File: config.mk
export PLATFORM = sky130hd
export DESIGN_NAME = mcu_rstgen
export DESIGN_NICKNAME = d
export VERILOG_FILES = /design/src/rtl/mcu_rstgen_const_pkg.sv /design/src/rtl/mcu_rst_sync2.sv /design/src/rtl/mcu_rstgen.sv
export SDC_FILE = /design/constraint.sdc
export NUM_CORES = 1
export LEC_CHECK = 0
export CAP_MARGIN = 20
export CORE_MARGIN = 10
export CORE_UTILIZATION = 26
export CTS_CLUSTER_SIZE = 30
export DETAILED_ROUTE_END_ITERATION = 7
export GPL_TIMING_DRIVEN = 0
export PLACE_DENSITY = 0.51
export SYNTH_ARGS = -nofsm -noshare
export SYNTH_HDL_FRONTEND = slang
export SYNTH_SLANG_ARGS = --single-unit
File: constraint.sdc
create_clock -name FCLK -period 4.7 [get_ports FCLK]
set_input_delay 0.705 -clock FCLK [delete_from_list [all_inputs] [get_ports FCLK]]
set_output_delay 0.705 -clock FCLK [all_outputs]
set_load 0.05 [all_outputs]
File: src/rtl/mcu_rstgen_const_pkg.sv
// Shared constants for the system reset generator: FSM state encoding and
// reset-cause bit positions.
package mcu_rstgen_const_pkg;

  typedef enum logic [1:0] {
    ST_IDLE    = 2'b00,
    ST_ASSERT  = 2'b01,
    ST_RELEASE = 2'b10
  } rst_state_e;

  localparam int unsigned CAUSE_SYS    = 0;
  localparam int unsigned CAUSE_WDOG   = 1;
  localparam int unsigned CAUSE_LOCKUP = 2;
  localparam int unsigned CAUSE_POR    = 3;
  localparam int unsigned CAUSE_W      = 4;

  localparam logic [CAUSE_W-1:0] CAUSE_POR_ONLY = CAUSE_W'(1) << CAUSE_POR;

endpackage

File: src/rtl/mcu_rst_sync2.sv
// Two-flop synchronizer for level request inputs; both stages clear on
// asynchronous reset.
module mcu_rst_sync2 #(
  parameter int unsigned WIDTH = 1
) (
  input  logic             clk_i,
  input  logic             rst_i,
  input  logic [WIDTH-1:0] d_i,
  output logic [WIDTH-1:0] q_o
);

  logic [WIDTH-1:0] meta_q;
  logic [WIDTH-1:0] sync_q;

  always_ff @(posedge clk_i or posedge rst_i) begin
    if (rst_i) begin
      meta_q <= '0;
      sync_q <= '0;
    end else begin
      meta_q <= d_i;
      sync_q <= meta_q;
    end
  end

  assign q_o = sync_q;

endmodule

File: src/rtl/mcu_rstgen.sv
// System reset generator: stretches accepted reset requests into a fixed
// HRESETn low pulse, then a release hold-off, and keeps sticky cause flags.
module mcu_rstgen
  import mcu_rstgen_const_pkg::*;
#(
  parameter int unsigned HOLD_CYCLES    = 16,
  parameter int unsigned RELEASE_CYCLES = 4,
  parameter int unsigned CNT_W          = 8
) (
  input  logic               FCLK,
  input  logic               PORESET,
  input  logic               SYSRESETREQ,
  input  logic               WDOGRESETREQ,
  input  logic               LOCKUP,
  input  logic               LOCKUPRESET,
  input  logic               RSTCAUSE_CLR,
  output logic               HRESETn,
  output logic               RSTBUSY,
  output logic [CAUSE_W-1:0] RSTCAUSE
);

  localparam logic [CNT_W-1:0] HOLD_LAST = CNT_W'(HOLD_CYCLES - 1);
  localparam logic [CNT_W-1:0] REL_LAST  = CNT_W'(RELEASE_CYCLES - 1);

  logic [3:0]         req_raw;
  logic [3:0]         req_sync;
  logic               lk_req;
  logic               any_req;
  logic [CAUSE_W-1:0] req_bits;

  rst_state_e         state_q, state_d;
  logic [CNT_W-1:0]   cnt_q, cnt_d;
  logic [CAUSE_W-1:0] cause_q, cause_d;
  logic [CAUSE_W-1:0] cause_set;
  logic               hresetn_q, hresetn_d;

  assign req_raw = {LOCKUPRESET, LOCKUP, WDOGRESETREQ, SYSRESETREQ};

  mcu_rst_sync2 #(.WIDTH(4)) u_req_sync (
    .clk_i (FCLK),
    .rst_i (PORESET),
    .d_i   (req_raw),
    .q_o   (req_sync)
  );

  assign lk_req  = req_sync[2] & req_sync[3];
  assign any_req = req_sync[0] | req_sync[1] | lk_req;

  always_comb begin
    req_bits               = '0;
    req_bits[CAUSE_SYS]    = req_sync[0];
    req_bits[CAUSE_WDOG]   = req_sync[1];
    req_bits[CAUSE_LOCKUP] = lk_req;
  end

  always_comb begin
    state_d   = state_q;
    cnt_d     = cnt_q;
    cause_set = '0;
    unique case (state_q)
      ST_IDLE: begin
        if (any_req) begin
          state_d   = ST_ASSERT;
          cnt_d     = '0;
          cause_set = req_bits;
        end
      end
      ST_ASSERT: begin
        cause_set = req_bits;
        if (cnt_q == HOLD_LAST) begin
          state_d = ST_RELEASE;
          cnt_d   = '0;
        end else begin
          cnt_d = cnt_q + CNT_W'(1);
        end
      end
      ST_RELEASE: begin
        if (cnt_q == REL_LAST) begin
          cnt_d = '0;
          // A request still held at the end of hold-off restarts directly,
          // so RSTBUSY never drops between back-to-back resets.
          if (any_req) begin
            state_d   = ST_ASSERT;
            cause_set = req_bits;
          end else begin
            state_d = ST_IDLE;
          end
        end else begin
          cnt_d = cnt_q + CNT_W'(1);
        end
      end
      default: begin
        state_d = ST_IDLE;
        cnt_d   = '0;
      end
    endcase
    cause_d   = (RSTCAUSE_CLR ? '0 : cause_q) | cause_set;
    hresetn_d = (state_d != ST_ASSERT);
  end

  always_ff @(posedge FCLK or posedge PORESET) begin
    if (PORESET) begin
      state_q   <= ST_ASSERT;
      cnt_q     <= '0;
      cause_q   <= CAUSE_POR_ONLY;
      hresetn_q <= 1'b0;
    end else begin
      state_q   <= state_d;
      cnt_q     <= cnt_d;
      cause_q   <= cause_d;
      hresetn_q <= hresetn_d;
    end
  end

  assign HRESETn  = hresetn_q;
  assign RSTBUSY  = (state_q != ST_IDLE);
  assign RSTCAUSE = cause_q;

endmodule

==> metrics <==
Yosys reg bits 23; Resized Gates After CTS 0; largest family of logic cells by synthesized area simple AND/OR/NAND/NOR gates; XOR/XNOR share of the synthesized area 0; global-route wire length before repair around 3300 um; Clock power frac 0.203; Slew Limit Fails 0; area share of the largest cell type after synthesis 0.508; MaxCap Viol Count 0; total congestion overflow 0; Synth Area in Simple Gates 0.176; Peak VDD IR between 0.00008 and 0.00009 V; GRT Util Overall 0.0585; worst r2r src cnt_q[0]; # rows 22; Synth area leader dfrtp_1; area delta synth->final 21.9%; setup_tns 0 ps; CTS tree done; Die Area slightly below 0.007 sq mm; I/O pins 13; Chip Width roughly 83 um; CP Cell Sequence inv_1, ha_1, inv_1, clkdlybuf4s50_1; crit-path max cell delay a little over 800 ps; mapped cell area about 0.0010 sq mm; Residual DRC 0; worst slew pin tran roughly 840 ps; syn_nets about 110; Initial Util 0.276; Worst EP required 3990 ps; cts bufs inserted 3; fraction of the mapped netlist area in compound gates 0.173; initial antenna violation count 0; crit path max-delay cell type clkdlybuf4s50_1; Synth Area in Adders 0.0605; critical path class flip-flop to output port; Antenna Violating Nets Remaining 0; Final Hold Fails 0; register area share after synthesis 0.559; Hold-fix buffers, CTS 0; post-synthesis mux area share 0.00969; combinational power share 0.381; hold path start u_req_sync.meta_q[0]; PwrDens between 400 and 500 mW/mm^2; largest net degree at the start of global routing 24; sequential share of power 0.416; Core Region ~0.0037 sq mm; CTS clk-pin slew, worst paths approximately 80 ps; dpl ws approximately 2300 ps; Final min period around 2700 ps; NetSw about 0.00023 W; status finished, final reports clean; vias post-DR about 720; fin nets 123; setup slack after layout 1960 ps; Achievable Freq 366 MHz; most frequent CP cell inv_1; Min-Delay Path Class flip-flop to flip-flop; root buf cell clkbuf_8; # diodes 0; critical path data arrival time a little over 2000 ps; critical path endpoint category output port; DPL Wire Length between 1500 and 2000 um; fraction of layout cells with a size suffix above 1 0.0818; WL per Instance ~13 um; Syn Inst Count 94; final setup vio count 0; Fillers a little under 400; Yosys cell types 30; PortBufs 12; RSZ-0062 raised after global routing false; Max FO, Critical Path 4; vias in the first global route 750; number of H-tree levels 1; Die Span Y ~83 um; DRT Wirelength 2020 um; fin crit share 0.582; Detailed Routing Iterations Pass 1 4; Switching Fraction 0.380; Int Pwr 0.000372 W; Startpoint Class flip-flop; relative slew slack 0.442; vias per cell 4.55; Synth Warn # 0; total clock sinks 23; clk_skew approximately 2.8 ps; Avg Cell Area, Syn 11.0 sq um; Setup Fix Bufs, Post-CTS 0; Critical path origin state_q[0]; P_leak 0.574 nW; Skew-Pair Late Insertion Delay 260 ps; final RePlAce weighted congestion about 0.8; Longest Clk Path Bufs 2; Initial DRC Count 50; dominant cells by area after synthesis dfrtp_1 51%, ha_1 6.1%, dfstp_2 5.1%
[through the flow]
stage / power [W] / utilization / cells / cell area, sq um / hold slack (ps)
global route: 0.000640 / 0.337 / 158 / 1260 / 357
global placement: 0.000481 / 0.324 / 154 / 1210 / 333
floorplan: 0.000413 / - / 94 / 1030 / 331
finish: 0.000600 / 0.337 / 158 / 1260 / 353
detailed placement: 0.000486 / 0.324 / 154 / 1210 / 335
CTS: 0.000611 / 0.337 / 158 / 1260 / 355
[Yosys cell counts]
cell type	instances
nor2b_1	4
dfrtp_1	21
or3b_2	1
inv_1	5
or3b_1	1
and2_1	1
a211oi_1	2
nor3b_1	1
a21oi_1	1
nand3_1	3
o21ai_0	7
or4_4	1
nor4b_1	1
mux2i_1	1
a32o_1	1
o311ai_0	1
o31a_1	1
ha_1	5
o21a_1	4
clkbuf_1	1
a22o_1	5
dfstp_2	2
nand2_1	8
and3_1	3
o2111ai_1	1
nor3_1	1
nor2_1	8
a21oi_2	1
nand2b_1	1
o21ai_1	1
[path summary, 6_finish.rpt]
path / endpoint / slack (ps) / depth (start not counted)
max: RSTBUSY / 1960 / 4
min: u_req_sync.q_o[0] / 350 / 0
max reg2reg: HRESETn / 2500 / 6
min reg2reg: u_req_sync.q_o[0] / 350 / 0
max in group asynchronous: state_q[1] / 3280 / 2
min in group asynchronous: u_req_sync.meta_q[3] / 900 / 2
[flip-flops by register name (all words and copies together) (netlist names)]
register and count:
HRESETn 1, RSTCAUSE 4, cnt_q 8, state_q 2
u_req_sync.meta_q 4, u_req_sync.q_o 4
[kinds of logic (layout without fill, tap and decap cells)]
kind of cell | Yosys count | count (layout)
compound gates | 25 | 25
fa+ha+maj | 5 | 5
buf+inv | 6 | 22
flops | 23 | 23
mux | 1 | 1
simple gates | 34 | 34
[area by class of cell]
class	instances	area, sq um	area share
Buffer	1	3.75	0.00298
Clock buffer	3	41.3	0.0328
Clock inverter	1	5.00	0.00397
Inverter	5	18.8	0.0149
Multi-Input combinational cell	65	433	0.344
Sequential cell	23	578	0.459
Tap cell	48	60.1	0.0477
Timing Repair Buffer	12	120	0.0953
[critical path: cells and delay by family (launching register included)]
kind	cells	cell delay (ps)
DFF	1	570
adders and majority gates	1	230
buffers and inverters	3	970
[layout by cell type (no fill, tap or decap), types with 2 or more instances in the layout]
cell type        netlist  final
o21a_1                 4      4
inv_1                  5      5
nor2_1                 8      8
a211oi_1               2      2
a22o_1                 5      5
nor2b_1                4      4
and3_1                 3      3
dfstp_2                2      2
o21ai_0                7      7
dfrtp_1               21     21
nand2_1                8      8
ha_1                   5      5
clkbuf_8               0      3
nand3_1                3      3
clkdlybuf4s50_1        0     12
[per-layer routing]
metal / routed length (um) / GRT usage / up-vias / part of all wire
li1: - / - / 367 / -
met1: 980 / 0.0660 / 334 / 0.49
met2: 914 / 0.0908 / 13 / 0.45
met3: 66 / 0.0156 / 5 / 0.033
met4: 58 / 0.0462 / 0 / 0.029
met5: 0 / 0 / - / 0
[power groups by stage]
stage	registers [W]	clock network, W	logic (W)
floorplan	0.000292	0	0.000120
global placement	0.000253	0	0.000228
detailed placement	0.000255	0	0.000231
CTS	0.000250	0.000129	0.000232
global route	0.000254	0.000136	0.000250
finish	0.000249	0.000122	0.000228
No activity file was read; power rests on OpenSTA's default activity.
